==> config.mk <==
export PLATFORM = sky130hd
export DESIGN_NAME = fp_add_normalize
export DESIGN_NICKNAME = d
export VERILOG_FILES = /design/src/rtl/fp_add_normalize.sv
export SDC_FILE = /design/constraint.sdc
export NUM_CORES = 1
export LEC_CHECK = 0
export BUFFER_PORTS_ARGS = -buffer_cell sky130_fd_sc_hd__buf_2
export CAP_MARGIN = 40
export CORE_ASPECT_RATIO = 0.8
export CORE_MARGIN = 2
export CORE_UTILIZATION = 58
export CTS_BUF_LIST = sky130_fd_sc_hd__clkbuf_16
export DETAILED_ROUTE_END_ITERATION = 6
export PLACE_DENSITY_LB_ADDON = 0.12
export RECOVER_POWER = 100
export SLEW_MARGIN = 20
export SYNTH_ARGS = -nofsm -noshare
export SYNTH_HDL_FRONTEND = slang
export SYNTH_SLANG_ARGS = --single-unit
export TNS_END_PERCENT = 20
==> constraint.sdc <==
create_clock -name clk -period 2.9 [get_ports clk]
set_input_delay 0.725 -clock clk [delete_from_list [all_inputs] [get_ports clk]]
set_output_delay 0.725 -clock clk [all_outputs]
set_load 0.1 [all_outputs]
==> src/rtl/fp_add_normalize.sv <==
// Mantissa add/subtract and iterative normalization stage of the single-precision adder.
// Takes aligned extended mantissas plus the larger operand's sign and exponent.
// Returns a packed Float32 through a valid/ready handshake.
// Normalization shifts left by one bit per cycle. Rounding is truncation only.
// Denormal results are flushed to +0.
//
// state | meaning
// IDLE  | waiting for an operand bundle, in_ready high
// NORM  | left-shifting m / decrementing e until m[23] is set or e bottoms out
// DONE  | result held, out_valid high until downstream accepts
module fp_add_normalize (
  input  logic        clk,
  input  logic        rst_n,
  input  logic        in_valid,
  output logic        in_ready,
  input  logic        gt_sign,
  input  logic        lt_sign,
  input  logic [7:0]  gt_exp,
  input  logic [23:0] gt_m_ext,
  input  logic [23:0] lt_m_ext,
  output logic        out_valid,
  input  logic        out_ready,
  output logic [31:0] result
);

  typedef enum logic [1:0] {
    IDLE = 2'd0,
    NORM = 2'd1,
    DONE = 2'd2
  } state_t;

  state_t      state_q, state_d;
  logic [23:0] m_q, m_d;
  logic [7:0]  e_q, e_d;
  logic        s_q, s_d;
  logic [31:0] result_q, result_d;

  logic [24:0] sum;
  logic [8:0]  exp_inc;

  // Upstream guarantees gt_m_ext >= lt_m_ext, so the subtraction never goes negative.
  // exp_inc is 9 bits wide so that the carry-out case can see 255 without wrapping.
  always_comb begin
    if (gt_sign == lt_sign) sum = {1'b0, gt_m_ext} + {1'b0, lt_m_ext};
    else                    sum = {1'b0, gt_m_ext} - {1'b0, lt_m_ext};
    exp_inc = {1'b0, gt_exp} + 9'd1;
  end

  // State and datapath registers, all cleared by the asynchronous reset.
  always_ff @(posedge clk or negedge rst_n) begin
    if (!rst_n) begin
      state_q  <= IDLE;
      m_q      <= '0;
      e_q      <= '0;
      s_q      <= 1'b0;
      result_q <= '0;
    end else begin
      state_q  <= state_d;
      m_q      <= m_d;
      e_q      <= e_d;
      s_q      <= s_d;
      result_q <= result_d;
    end
  end

  // Next-state and datapath update: one normalization step per cycle while in NORM.
  always_comb begin
    state_d  = state_q;
    m_d      = m_q;
    e_d      = e_q;
    s_d      = s_q;
    result_d = result_q;
    case (state_q)
      IDLE: begin
        if (in_valid) begin
          s_d = gt_sign;
          if (gt_exp == 8'hFF) begin
            result_d = {gt_sign, 8'hFF, 23'd0};
            state_d  = DONE;
          end else if (sum == 25'd0) begin
            // Exact cancellation always yields +0.
            result_d = 32'h0000_0000;
            state_d  = DONE;
          end else if (sum[24]) begin
            m_d = sum[24:1];
            e_d = exp_inc[7:0];
            if (exp_inc == 9'd255) begin
              result_d = {gt_sign, 8'hFF, 23'd0};
              state_d  = DONE;
            end else begin
              state_d = NORM;
            end
          end else begin
            m_d     = sum[23:0];
            e_d     = gt_exp;
            state_d = NORM;
          end
        end
      end
      NORM: begin
        if (m_q[23]) begin
          result_d = {s_q, e_q, m_q[22:0]};
          state_d  = DONE;
        end else if (e_q <= 8'd1) begin
          result_d = 32'h0000_0000;
          state_d  = DONE;
        end else begin
          m_d = {m_q[22:0], 1'b0};
          e_d = e_q - 8'd1;
        end
      end
      DONE: begin
        if (out_ready) state_d = IDLE;
      end
      default: state_d = IDLE;
    endcase
  end

  assign in_ready  = (state_q == IDLE);
  assign out_valid = (state_q == DONE);
  assign result    = result_q;

endmodule

# Word level (Yosys, flattened, before mapping)
# Index checks and enable logic that the tools add are counted.
dict set report totals {
  out_inout_bits 34
  regBits 67
}
dict set report op_classes {
  n_lt_le_gt_ge 1
  addsub 4
  muxes 32
  n_eq_ne 14
  reduce_logical 8
}
# op count
set op_table {}
lappend op_table {{$mux W32} 7}
lappend op_table {{$mux W24} 6}
lappend op_table {{$pmux W32 S2} 1}
lappend op_table {{$mux W8} 6}
lappend op_table {{$pmux W24 S2} 1}
lappend op_table {{$add A24 B24 Y25} 1}
lappend op_table {{$logic_not A25 Y1} 1}
lappend op_table {{$mux W25} 1}
lappend op_table {{$sub A24 B24 Y25} 1}
lappend op_table {{$mux W2} 8}
lappend op_table {{$pmux W8 S2} 1}
lappend op_table {{$ne A2 B2 Y1 const B} 5}
lappend op_table {{$add A8 B1 Y9 const B} 1}
lappend op_table {{$eq A9 B8 Y1 const B} 1}
lappend op_table {{$eq A8 B8 Y1 const B} 1}
lappend op_table {{$le A8 B1 Y1 const B} 1}
lappend op_table {{$ne A4 B1 Y1 const B} 2}
lappend op_table {{$sub A8 B1 Y8 const B} 1}
lappend op_table {{$pmux W2 S3} 1}
lappend op_table {{$reduce_and A6 Y1} 1}
lappend op_table {{$reduce_and A5 Y1} 1}
lappend op_table {{$reduce_and A4 Y1} 1}
lappend op_table {{$ne A3 B3 Y1 const B} 1}
lappend op_table {{$reduce_and A3 Y1} 1}
lappend op_table {{other kinds (7)} 7}

# Depth between registers and ports, before layout
dict set report logic_depth {
  word_depth 8
  mapped_depth 22
  ltp_nobuf 18
}

# Worst setup path before layout
# No wires, ideal clock.
dict set report synth_path {
  kind {input port to flip-flop}
  from {input lt_m_ext[1]}
  to {register result_q[10] (netlist: result[10])}
  setup_time_ns 0.123
  n_path_buf 3
  path_slack_ns -2.548
  t_arrival_ns 5.325
  cell_stages 20
  t_required_ns 2.777
  cell_sequence {inv_1 > ha_1 > or3b_1 > or4_1 > or3_1 > o21ai_0 > xnor2_1 > ha_1 > clkbuf_1 > nand2_1 > o21ai_0 > a31oi_1 > o21ai_0 > nor3_2 > or2_1 > or4_4 > a32o_1 > buf_6 > buf_6 > a22o_1}
}
dict set report synth_between {
  elab_chain_cells 7
  elab_cells_between_ends 11
  cone_classes {2 x add/sub; 2 x eq/ne; 5 x mux; 2 x reduce/logical}
}
# element line
set synth_lines {}
lappend synth_lines {{from (decl)} 20} ;# input logic [23:0] lt_m_ext,
lappend synth_lines {{$sub A24 B24 Y25 / $add A24 B24 Y25 (equally long branches)} {45, 44}}
lappend synth_lines {{$mux W25 (*)} 44} ;# if (gt_sign == lt_sign) sum = {1'b0, gt_m_ext} + {1'b0, lt_m_ext};
lappend synth_lines {{$logic_not A25 Y1} 80} ;# end else if (sum == 25'd0) begin
lappend synth_lines {{$mux W32} 80}
lappend synth_lines {{$mux W32} 77} ;# if (gt_exp == 8'hFF) begin
lappend synth_lines {{$mux W32} 75} ;# if (in_valid) begin
lappend synth_lines {{$pmux W32 S2} 73} ;# case (state_q)
lappend synth_lines {{to (signal assigned)} 62} ;# result_q <= result_d;
lappend synth_lines {{to (decl)} 36} ;# logic [31:0] result_q, result_d;
# Mark *: on every way between the ends. The rest lies on a longest branch, timed or not. The select of a mux whose other input is x is not followed.
# A chain may end at the register's enable or synchronous reset.

# Final worst setup path
dict set report layout_path {
  from {input lt_m_ext[0]}
  to {register result_q[5] (netlist: result[5])}
}
# Same word-level chain as after synthesis.

==> flow_summary.json <==
{
  "outcome": "finished with violations",
  "violations": "DRC, setup timing",
  "fin_util_pct": 90.3,
  "critPathKind": "in -> reg",
  "die_area_mm2": 0.0103,
  "nNetsFinal": 981,
  "rsz0062_at_grt": "yes",
  "mostFrequentLayoutCell": "buf_4",
  "cts.sinks": 67,
  "maxSlewViolCount": 0,
  "max_freq_ghz": 0.179,
  "dp.cells": 969,
  "die_w_um": 113,
  "ir_drop_v": 0.00121,
  "nFillCells": 390,
  "totalNegativeSetupSlack_ns": -166.16,
  "multiInputGateArea_mm2": 0.00402,
  "syn_area_mm2": 0.00553,
  "r2r.worst_path.cells": 8,
  "period_share_pct": 193,
  "synth_async_sr_flop_share_pct": 100,
  "cts_buffers": 9,
  "synth_ff_type": "dfrtp_1",
  "drt_first_pass_iters": 7,
  "relSlewSlack_pct": 19.0,
  "crit_chain": "buf_8 -> inv_6 -> ha_4 -> or3b_4 -> or4_4 -> or3_4 -> buf_12 -> o31ai_4 -> xnor2_2 -> ha_4 -> a21oi_1 -> o21ai_0 -> a221oi_1 -> buf_4 -> nand2b_1 -> o211ai_1 -> o21ai_2 -> nor4b_4 -> a21oi_2 -> a32o_2 -> buf_12 -> a22o_1",
  "drive_gt1_share_pct": 39.9,
  "fin_skew_ns": 0.00810,
  "antenna_found_initial": 2,
  "ant_nets": 0,
  "cp_max_fo": 18,
  "powerDensity_mw_per_mm2": 1040,
  "cts_tree": "built",
  "hold_depth": 1,
  "via_count": 7288,
  "clock_latency_ns": 0.34,
  "globalRouteTotalUtil_pct": 42.0,
  "drc_errors": 5,
  "syn_to_final_growth_pct": 49.6,
  "overflow": 0,
  "register_area_mm2": 0.00168,
  "drt_iter0_markers": 1257,
  "ios": 96,
  "dp_hpwl_mm": 13.3,
  "min_path_type": "reg -> reg",
  "post_drt_wl_per_cell_um": 24.8,
  "dpl_cell_area_mm2": 0.00734,
  "routed_wl_mm": 25.0,
  "netlist.area_leader.share_pct": 30.3,
  "grt_pass1_vias": 6709,
  "finalPower_uw": 8610,
  "grt_first_pass_wirelength_mm": 34.4,
  "yosys.area.top_type": "dfrtp_1",
  "cp-end-kind": "flop",
  "start_kind": "input pin",
  "synth-seq-area-share_pct": 30.3,
  "setup_violations": 66,
  "fin_crit_ns": 5.59,
  "ys_ff_latch": 67,
  "syn_nets": 725,
  "worst_slew_pin_slew_ns": 1.21,
  "crit_required_ns": 3.08,
  "finalNonFillerCells": 1008,
  "cts_root_buffer": "clkbuf_16",
  "synth_edf_count": 0,
  "clkTransAtPathRegs_ns": 0.06,
  "core_area_mm2": 0.00915,
  "synth.distinct_cells": 70,
  "die_y_um": 91.3,
  "syn_inst": 631,
  "initial_core_util_pct": 60.4,
  "yosys-top-cells-area": "dfrtp_1, ha_1, xnor2_1, a21oi_1, mux2i_1",
  "drt-vias-per-instance": 7.23,
  "p_leak_uw": 0.00390,
  "layout_common_cells": "buf_4, dfrtp_1, buf_2",
  "grt_max_degree": 30,
  "portBuffers": 95,
  "maxCapViolCount": 0,
  "globalplace.congestion": 0.967,
  "cp.arrival_ns": 5.77,
  "num_rows": 31,
  "fin_area_mm2": 0.00827,
  "clk_path_buf_depth": 2,
  "syn_area_per_cell_um2": 8.76,
  "hold_viol": 0,
  "yosysWarnings": 0,
  "fin_ws_ns": -2.69,
  "cts_max_level": 3,
  "crit_path_top_delay_cell": "or4_4",
  "cpPeakStageDelay_ns": 0.50
}
power by group:
part           internal (µW)  total (µW)  switching (µW)
Combinational           1990        5660            3670
Sequential              1350        1780             424
Clock                    750        1170             424
cell usage after synthesis, drive strengths merged (11+ instances only):
cell type / n
xnor2: 37
a31oi: 11
a221o: 20
mux2i: 21
clkbuf: 26
ha: 31
inv: 23
xor2: 14
dfrtp: 67
a22o: 24
nor2: 48
nand2: 41
buf: 13
nand3: 14
o21ai: 33
a21oi: 45
through the flow:
stage	hold WS, ns	setup WS (ns)
final	0.499	-2.69
after global routing	0.512	-2.78
after CTS	0.314	-2.26
after detailed placement	0.477	-2.94
after global placement	0.479	-2.78
after floorplan	0.429	-2.36
layer usage:
metal | wire (µm) | GRT usage, % | share of wire [%]
met4 | 2330 | 21.2 | 9.3
met5 | 7 | 0 | 0.028
met2 | 10900 | 68.8 | 44
met3 | 3290 | 9.01 | 13
met1 | 8420 | 52.5 | 34
sequential cells by signal, summed over array words and instances, names as in the netlist:
register	cells
s_q	1
e_q	8
state_q	2
m_q	24
result	32
path summary, 6_finish.rpt:
path                                     endpoint  slack (ns)                  start
max                         result[5]$_DFFE_PN0P_       -2.69            lt_m_ext[0]
min                         result[6]$_DFFE_PN0P_        0.50  result[6]$_DFFE_PN0P_
max reg2reg                 result[5]$_DFFE_PN0P_           0     e_q[0]$_DFFE_PN0P_
min reg2reg                 result[6]$_DFFE_PN0P_        0.50  result[6]$_DFFE_PN0P_
max in group asynchronous  result[24]$_DFFE_PN0P_        0.76                  rst_n
min in group asynchronous  result[15]$_DFFE_PN0P_        0.51                  rst_n
cell type report:
type | count | share of cell area (%)
Tap cell | 115 | 1.74
Clock buffer | 9 | 2.72
Antenna cell | 1 | 0.0303
Multi-Input combinational cell | 502 | 48.6
Timing Repair Buffer | 284 | 24.2
Clock inverter | 7 | 1.12
Sequential cell | 67 | 20.3
Inverter | 23 | 1.26
critical path, delay by kind of cell:
family	cells	cell delay [ns]
simple gates	5	1.80
fa+ha+maj	2	0.37
buf+inv	5	0.66
xor+xnor	1	0.17
compound gates	9	2.02
what timing repair did:
action                                 4_1_cts  5_1_grt
pin swaps                                   21       19
buffers inserted                            13        8
resized for setup                           76       35
setup endpoints to repair                   66       66
hold buffers                                 0        0
endpoints found under the hold margin        0        0
cloned                                       2        1
logic make-up (layout without fill, tap and decap cells):
logic type      Yosys count  after routing  share of synthesized area, %
mux                      28             28                          5.43
fa+ha+maj                32             32                          7.38
simple gates            177            177                          16.2
other cells               0              1                             0
compound gates          214            214                          27.7
flops                    67             67                          30.3
buf+inv                  62            323                          4.91
xor+xnor                 51             51                          8.08
No activity file was read; power rests on OpenSTA's default activity.
